$ cat config.mk
export PLATFORM = sky130hd
export DESIGN_NAME = instr_encoder
export DESIGN_NICKNAME = d
export VERILOG_FILES = /design/src/rtl/instr_encoder_pkg.sv /design/src/rtl/instr_encoder_pack.sv /design/src/rtl/instr_encoder.sv
export SDC_FILE = /design/constraint.sdc
export NUM_CORES = 1
export LEC_CHECK = 0
export BUFFER_PORTS_ARGS = -buffer_cell sky130_fd_sc_hd__buf_2
export CORE_MARGIN = 2
export CORE_UTILIZATION = 50
export DETAILED_ROUTE_END_ITERATION = 7
export PLACE_DENSITY = 0.77
export SYNTH_ARGS = -nofsm -noshare
export SYNTH_HDL_FRONTEND = slang
export SYNTH_HIERARCHICAL = 1
export SYNTH_SLANG_ARGS = --single-unit
export TNS_END_PERCENT = 30
$ cat constraint.sdc
create_clock -name clk -period 2.95 [get_ports clk]
set_clock_uncertainty 0.1 [all_clocks]
set_input_delay 0.295 -clock clk [delete_from_list [all_inputs] [get_ports clk]]
set_output_delay 0.295 -clock clk [all_outputs]
set_load 0.01 [all_outputs]
$ cat src/rtl/instr_encoder_pkg.sv
`default_nettype none
// +----------------------------------------------------------------------+
// | instr_encoder_pkg : shared types and opcode constants for the RV32I   |
// | instruction encoder.                            Revision: 1.0         |
// +----------------------------------------------------------------------+
package instr_encoder_pkg;

  typedef enum logic [2:0] {
    INS_R       = 3'd0,
    INS_I       = 3'd1,
    INS_S       = 3'd2,
    INS_B       = 3'd3,
    INS_U       = 3'd4,
    INS_J       = 3'd5,
    INS_INVALID = 3'd6
  } instype_t;

  typedef enum logic [1:0] {
    ERR_NONE   = 2'd0,
    ERR_OPCODE = 2'd1,
    ERR_RANGE  = 2'd2,
    ERR_ALIGN  = 2'd3
  } enc_err_t;

  localparam logic [6:0] OP_IMM    = 7'b0010011;
  localparam logic [6:0] OP_REG    = 7'b0110011;
  localparam logic [6:0] OP_LOAD   = 7'b0000011;
  localparam logic [6:0] OP_STORE  = 7'b0100011;
  localparam logic [6:0] OP_BRANCH = 7'b1100011;
  localparam logic [6:0] OP_JAL    = 7'b1101111;
  localparam logic [6:0] OP_JALR   = 7'b1100111;
  localparam logic [6:0] OP_LUI    = 7'b0110111;
  localparam logic [6:0] OP_AUIPC  = 7'b0010111;

  function automatic instype_t op_to_type(input logic [6:0] op);
    instype_t t;
    case (op)
      OP_IMM, OP_LOAD, OP_JALR: t = INS_I;
      OP_REG:                   t = INS_R;
      OP_STORE:                 t = INS_S;
      OP_BRANCH:                t = INS_B;
      OP_LUI, OP_AUIPC:         t = INS_U;
      OP_JAL:                   t = INS_J;
      default:                  t = INS_INVALID;
    endcase
    return t;
  endfunction

endpackage
`default_nettype wire

$ cat src/rtl/instr_encoder_pack.sv
`default_nettype none
// +----------------------------------------------------------------------+
// | instr_pack : combinational RV32I field packer with immediate checks.  |
// |                                                 Revision: 1.0         |
// +----------------------------------------------------------------------+
module instr_pack
  import instr_encoder_pkg::*;
(
  input  instype_t    ins_type,
  input  logic [6:0]  op,
  input  logic [4:0]  rd,
  input  logic [4:0]  rs1,
  input  logic [4:0]  rs2,
  input  logic [9:0]  func,
  input  logic [31:0] imm,
  output logic [31:0] word,
  output enc_err_t    err
);

  logic signed [31:0] simm;
  logic [6:0]         funct7;
  logic [2:0]         funct3;
  logic               fits_12;
  logic               fits_b;
  logic               fits_j;

  assign simm    = $signed(imm);
  assign funct7  = func[9:3];
  assign funct3  = func[2:0];
  assign fits_12 = (simm >= -32'sd2048)    && (simm <= 32'sd2047);
  assign fits_b  = (simm >= -32'sd4096)    && (simm <= 32'sd4094);
  assign fits_j  = (simm >= -32'sd1048576) && (simm <= 32'sd1048574);

  always_comb begin
    word = 32'd0;
    err  = ERR_NONE;
    case (ins_type)
      INS_R: begin
        word = {funct7, rs2, rs1, funct3, rd, op};
      end
      INS_I: begin
        word = {imm[11:0], rs1, funct3, rd, op};
        if (!fits_12) err = ERR_RANGE;
      end
      INS_S: begin
        word = {imm[11:5], rs2, rs1, funct3, imm[4:0], op};
        if (!fits_12) err = ERR_RANGE;
      end
      INS_B: begin
        word = {imm[12], imm[10:5], rs2, rs1, funct3, imm[4:1], imm[11], op};
        if (!fits_b)     err = ERR_RANGE;
        else if (imm[0]) err = ERR_ALIGN;
      end
      INS_U: begin
        word = {imm[31:12], rd, op};
        if (imm[11:0] != 12'd0) err = ERR_ALIGN;
      end
      INS_J: begin
        word = {imm[20], imm[10:1], imm[11], imm[19:12], rd, op};
        if (!fits_j)     err = ERR_RANGE;
        else if (imm[0]) err = ERR_ALIGN;
      end
      default: begin
        err = ERR_OPCODE;
      end
    endcase
  end

endmodule
`default_nettype wire

$ cat src/rtl/instr_encoder.sv
`default_nettype none
// +----------------------------------------------------------------------+
// | instr_encoder : streaming RV32I encoder with 2-entry output FIFO and  |
// | word-address tagging.                           Revision: 1.0         |
// +----------------------------------------------------------------------+
module instr_encoder
  import instr_encoder_pkg::*;
#(
  parameter int                ADDR_W    = 10,
  parameter logic [ADDR_W-1:0] BASE_ADDR = '0
) (
  input  logic              clk,
  input  logic              rst,
  input  logic              in_valid,
  output logic              in_ready,
  input  logic [6:0]        in_op,
  input  logic [4:0]        in_rd,
  input  logic [4:0]        in_rs1,
  input  logic [4:0]        in_rs2,
  input  logic [9:0]        in_func,
  input  logic [31:0]       in_imm,
  output logic              out_valid,
  input  logic              out_ready,
  output logic [31:0]       out_instr,
  output logic [ADDR_W-1:0] out_addr,
  input  logic              addr_clr,
  output logic              err_valid,
  output logic [1:0]        err_code
);

  instype_t    ins_type;
  logic [31:0] pack_word;
  enc_err_t    pack_err;

  assign ins_type = op_to_type(in_op);

  instr_pack u_pack (
    .ins_type (ins_type),
    .op       (in_op),
    .rd       (in_rd),
    .rs1      (in_rs1),
    .rs2      (in_rs2),
    .func     (in_func),
    .imm      (in_imm),
    .word     (pack_word),
    .err      (pack_err)
  );

  // Slot 0 is always the FIFO head; pops shift slot 1 down.
  logic [1:0][31:0]       instr_q, instr_d;
  logic [1:0][ADDR_W-1:0] tag_q, tag_d;
  logic [1:0]             count_q, count_d;
  logic                   in_ready_q, in_ready_d;
  logic [ADDR_W-1:0]      addr_cnt_q, addr_cnt_d;
  logic                   err_valid_q, err_valid_d;
  enc_err_t               err_code_q, err_code_d;

  logic                   accept;
  logic                   push;
  logic                   pop;
  logic [ADDR_W-1:0]      cur_addr;

  always_comb begin
    accept   = in_valid & in_ready_q;
    push     = accept & (pack_err == ERR_NONE);
    pop      = (count_q != 2'd0) & out_ready;
    cur_addr = addr_clr ? BASE_ADDR : addr_cnt_q;

    instr_d = instr_q;
    tag_d   = tag_q;
    if (pop) begin
      instr_d[0] = instr_q[1];
      tag_d[0]   = tag_q[1];
    end
    if (push) begin
      if ((count_q == 2'd0) || ((count_q == 2'd1) && pop)) begin
        instr_d[0] = pack_word;
        tag_d[0]   = cur_addr;
      end else begin
        instr_d[1] = pack_word;
        tag_d[1]   = cur_addr;
      end
    end

    count_d    = count_q + 2'(push) - 2'(pop);
    in_ready_d = (count_d < 2'd2);

    addr_cnt_d = addr_cnt_q;
    if (push)          addr_cnt_d = cur_addr + ADDR_W'(1);
    else if (addr_clr) addr_cnt_d = BASE_ADDR;

    err_valid_d = accept & (pack_err != ERR_NONE);
    err_code_d  = err_valid_d ? pack_err : err_code_q;
  end

  always_ff @(posedge clk or posedge rst) begin
    if (rst) begin
      instr_q     <= '0;
      tag_q       <= {2{BASE_ADDR}};
      count_q     <= 2'd0;
      in_ready_q  <= 1'b1;
      addr_cnt_q  <= BASE_ADDR;
      err_valid_q <= 1'b0;
      err_code_q  <= ERR_NONE;
    end else begin
      instr_q     <= instr_d;
      tag_q       <= tag_d;
      count_q     <= count_d;
      in_ready_q  <= in_ready_d;
      addr_cnt_q  <= addr_cnt_d;
      err_valid_q <= err_valid_d;
      err_code_q  <= err_code_d;
    end
  end

  assign in_ready  = in_ready_q;
  assign out_valid = (count_q != 2'd0);
  assign out_instr = instr_q[0];
  assign out_addr  = tag_q[0];
  assign err_valid = err_valid_q;
  assign err_code  = err_code_q;

endmodule
`default_nettype wire

# Word level (Yosys, flattened, before mapping)
# Cells that the tools add are included.
# W data, S select, Z words.
totals:
  inputBits: 69
  word_cells: 70
  output_inout_bits: 47
  reg_bits: 100
op_classes:
  muxes: 16
  n_eq_ne: 15
  reduce_logical: 15
  n_bitwise: 5
  n_addsub: 3
  magnitude_cmp: 7
op_table:
  columns: ["cell", "n"]
  rows:
  - ["$pmux W32 S6", 1]
  - ["$mux W32", 3]
  - ["$mux W10", 5]
  - ["$ge A32 B12 Y1 const B", 1]
  - ["$ge A32 B13 Y1 const B", 1]
  - ["$ge A32 B21 Y1 const B", 1]
  - ["$le A32 B12 Y1 const B", 1]
  - ["$le A32 B13 Y1 const B", 1]
  - ["$le A32 B21 Y1 const B", 1]
  - ["$eq A7 B6 Y1 const B", 3]
  - ["$eq A7 B7 Y1 const B", 3]
  - ["$pmux W3 S6", 1]
  - ["$eq A7 B5 Y1 const B", 2]
  - ["$reduce_bool A12 Y1", 1]
  - ["$add A10 B1 Y10 const B", 1]
  - ["$mux W2", 5]
  - ["$pmux W2 S5", 1]
  - ["$eq A7 B2 Y1 const B", 1]
  - ["$eq A3 B2 Y1 const B", 2]
  - ["$eq A3 B3 Y1 const B", 2]
  - ["$and A1 B1 Y1", 4]
  - ["$logic_and A1 B1 Y1", 4]
  - ["$logic_not A2 Y1", 2]
  - ["$reduce_bool A2 Y1", 2]
  - ["other kinds (11)", 12]

# Longest topological paths before layout
logic_depth:
  word_depth: 11
  ltp_mapped: 17
  ltp_nobuf: 16

# By module
# Netlist, hierarchy kept.
modules_own_cells:
  columns: ["mod", "n_inst", "area_each_um2", "cells_per_inst"]
  rows:
  - ["instr_encoder", 1, 4833.4, 365]
  - ["instr_pack", 1, 898.4, 167]

# Worst setup path before layout
# OpenSTA, ideal clock, no wires.
synth_timing:
  path_kind: "input-to-reg"
  start: "in in_op[4]"
  end: "reg instr_q, in the netlist out_instr[28]"
  arrival_time_ns: 2.790
  stages: 14
  setup_slack_ns: -0.068
  n_path_buf: 3
  cell_sequence: "and3b_1 o21ai_0 a21oi_1 buf_2 xnor2_1 nor3_1 o21bai_1 nand3_1 and4bb_1 buf_4 inv_4 nor3_4 buf_6 mux2_1"
synth_rtl:
  columns: ["element", "line", "rtl"]
  rows:
  - ["start: declaration", "instr_encoder.sv:16", "input logic [6:0] in_op,"]
  - ["end signal: assignment", "instr_encoder.sv:106", "instr_q <= instr_d;"]
  - ["end: declaration", "instr_encoder.sv:50", "logic [1:0][31:0] instr_q, instr_d;"]

==> impl_summary.md <==
Outcome
The run finished with clean final reports.

STA
The max-slew violation count came to 0. Setup repair after global routing left no endpoint under its margin. Of the available clock period, the critical path in the final layout requires about 95%.

After layout, the minimum clock period comes to around 2.8 ns. In this run the tightest slew margin relative to its limit is approximately 42%. The worst-case setup margin in the final layout is between 0.15 and 0.2 ns. The slew at the pin closest to its max-slew limit is about 0.86 ns.

The aggregate negative setup slack is 0 ns. The final number of setup-violating endpoints is 0. The fmax is 357 MHz. The final number of hold-violating endpoints is 0.

Clocking
The tree is rooted in a clkbuf_16. The clock net in this run drives a total of 100 sinks. Clock-pin slew was measured on the worst setup and hold paths at roughly 0.060 ns.

The worst-case clock buffer depth is 2. The level count of the clock H-tree is 3. The worst-skew pair later-pin latency is 0.35 ns. The post-CTS setup buffer count is 0. The clock tree from TritonCTS is done. The number of hold buffers added after CTS was 0.

The number of buffers inserted during clock tree synthesis is 9.

Detailed routing
The total length of routed wires is 13.4 mm. Using the TritonRoute via totals, the vias-per-cell ratio works out to 5.53. The total via count in the routed design is about 4300. After detailed routing, the average wire length per cell comes to 17.4 um. The final antenna-violating net count is 0. The detailed-routing iteration count for the pre-antenna-repair pass is 5. The detailed router finished its first iteration with ~270 violations. For this run, design rule violations remaining after detail routing come to 0.

Yosys
The number of distinct library cells after synthesis is between 40 and 50. The area of the mapped netlist is ~5700 um^2. The average instance in the mapped netlist occupies between 10 and 15 um^2. For this run, the number of Yosys warnings is 6. After synthesis, the share of flip-flops with an asynchronous set or reset is 100%. The dominant synthesized flop cell is dfrtp_1. The share of the Yosys chip area taken by registers is between 40% and 50%. Counting flops and latches in the post-synthesis netlist gives 100. Synthesis produced approximately 530 cells. Synthesis produced a netlist with a net count of around 600. The count of flip-flops with a built-in enable after synthesis is 0.

Finish
Once layout is complete, the cells apart from fillers number just under 800. The net count of the finished layout is between 600 and 700. The number of fillers in the final layout is slightly above 900. The antenna diode count is 0.

In the layout the commonest cells are 115 x buf_2, 101 x mux2_2, 99 x dfrtp_1, 40 x nand2_1, 30 x o21ai_0. Leaving out fill and tap cells, the most frequent cell in the layout is buf_2. The share of cells above drive strength 1 is between 40% and 50%. From synthesis to final layout, the design area changed by 16.3%.

Die
The die area is between 10000 and 15000 um^2. The initial utilization of the core area, before any placement, comes to about 51%. The die extent in x is 111 um.

The core region is roughly 11000 um^2. The number of rows created at floorplan is 39. Measured along the y axis, the die boundary spans ~110 um.

The number of top-level pins is about 120.

Worst setup path
Among all stages on the critical path, the largest delay is contributed by mux2_2. For the worst setup path, the data required time is 3.08 ns. The largest incremental delay on the critical path is between 0.3 and 0.4 ns. Walking the worst path, the cells encountered are buf_2, and3b_1, o21ai_0, a21oi_2, buf_4, nor3b_1, a21oi_1, a21oi_1, o21bai_1, nand3_1, and4bb_1, inv_4, nor3_4, buf_12, mux2_2. The cell with the most instances on the worst path is a21oi_1. Together, buffers and inverters on the worst path number 4.

The sort of element at the end of the critical path is a flip-flop. STA classifies the critical path startpoint as an input port. The endpoint arrival time on the critical path is approximately 2.9 ns. Broken down by cell family, the worst path's largest delay share belongs to simple AND/OR/NAND/NOR gates. The largest fanout on the critical path is 22. The critical path is of the input port to flip-flop type.

Placed design
The minimum setup slack after placement is -0.206 ns. The count of buffers added on input and output ports is around 120. Summed over all nets, the half-perimeter wirelength after detailed placement is slightly above 10 mm. The routability-driven placement congestion ratio is approximately 0.89. The cell total after placement is roughly 760.

Flow run
The number of maximum-capacitance constraint violations is 0.

Pwr
The worst ir drop on vdd is 0.291 mV. Total power for the finished layout comes to 3.44 mW. The analysis attributes to cell leakage a power of between 3 and 4 nW. For this design the ratio of total power to cell area is just over 500 nW/um^2.

GRT
The final global-route overflow total is 0. Entering global routing, the biggest net connects just over 40 pins. The via count of the first global-routing pass came to roughly 4400. The number of antenna violations at the first check in global routing came to 0. The overall global routing resource usage is around 22%. The first global-routing pass estimated 21.9 mm of wire.

Min path
The worst hold path belongs to the class input port to asynchronous set/reset pin.
==> state kept, by name (all words and copies together) (netlist names) <==
| name | flops |
|---|---|
| addr_cnt_q | 10 |
| count_q | 2 |
| err_code | 2 |
| err_valid | 1 |
| in_ready | 1 |
| instr_q | 32 |
| out_addr | 10 |
| out_instr | 32 |
| tag_q | 10 |
==> repair_timing <==
action,4_1_cts,5_1_grt
gates resized for setup,0,3
hold endpoints to repair,0,0
setup endpoints to repair,0,17
==> Yosys cell counts, drive strengths merged (6+ instances only) <==
library cell  count  area share, %
inv              28            1.9
xnor2             9            1.4
a21oi            13            1.1
mux2            106             21
nand4             9           0.98
o21ai            33            3.0
dfrtp            99             43
nor4             12            1.6
buf              62            7.7
nor3              6           0.72
nand3             6           0.52
and2              8           0.87
nor2b             8           0.87
nand2            40            2.6
nor2             17            1.1
nand2b            7           0.76
clkbuf            7           0.46
mux2i            28            4.9
==> layer usage <==
metal	vias up	wire length, um	GRT usage [%]
met5	-	0	0
met3	30	933	5.63
met4	0	370	8.56
met2	169	6480	36.9
met1	2076	5660	28.1
li1	1990	-	-
==> power by group <==
part / internal, mW / leakage [nW] / switching [mW] / total [mW]
sequential: 1.52 / 1.34 / 0.100 / 1.62
clock: 0.602 / 0.138 / 0.503 / 1.10
combinational: 0.341 / 2.01 / 0.379 / 0.720
total: 2.46 / 3.48 / 0.982 / 3.44
==> final cells by class <==
cell class	instances	area, um^2	share of cell area, %
Clock buffer	12	246	3.70
Clock inverter	4	31.3	0.469
Inverter	28	111	1.67
Multi-Input combinational cell	335	2690	40.3
Sequential cell	100	2500	37.5
Tap cell	143	179	2.68
Timing Repair Buffer	149	906	13.6
==> final timing paths <==
kind / start / endpoint / slack (ns) / cells after the start
min in group clk: in_valid / err_valid / 0.11 / 2
min: rst / instr_q[33] / 0.01 / 2
max reg2reg: count_q[1] / in_ready / 0.73 / 8
min reg2reg: err_code[1] / err_code[1] / 0.38 / 2
max: in_op[4] / out_instr[17] / 0.15 / 15
max in group asynchronous: rst / instr_q[54] / 1.91 / 3
==> metrics by stage <==
stage	hold WS [ns]	area [um^2]	utilization (%)
after global routing	0.0936	6670	58.9
after global placement	0.358	6370	56.3
after detailed placement	0.360	6370	56.3
after floorplan	0.323	5740	-
final	0.0145	6670	58.9
after CTS	0.0421	6650	58.8
==> cells by family (layout without fill, tap and decap cells) <==
kind of cell / count (synthesis) / count (layout) / synth area share [%]
AOI/OAI and AO/OA: 62 / 62 / 6.35
xor gates and xnor gates: 11 / 11 / 1.68
adders and majority gates: 3 / 3 / 0.655
buffers and inverters: 97 / 193 / 10.0
DFF: 100 / 100 / 43.7
muxes: 134 / 134 / 25.7
and+or+nand+nor: 125 / 125 / 11.9
Power figures use the tool's default switching activity.
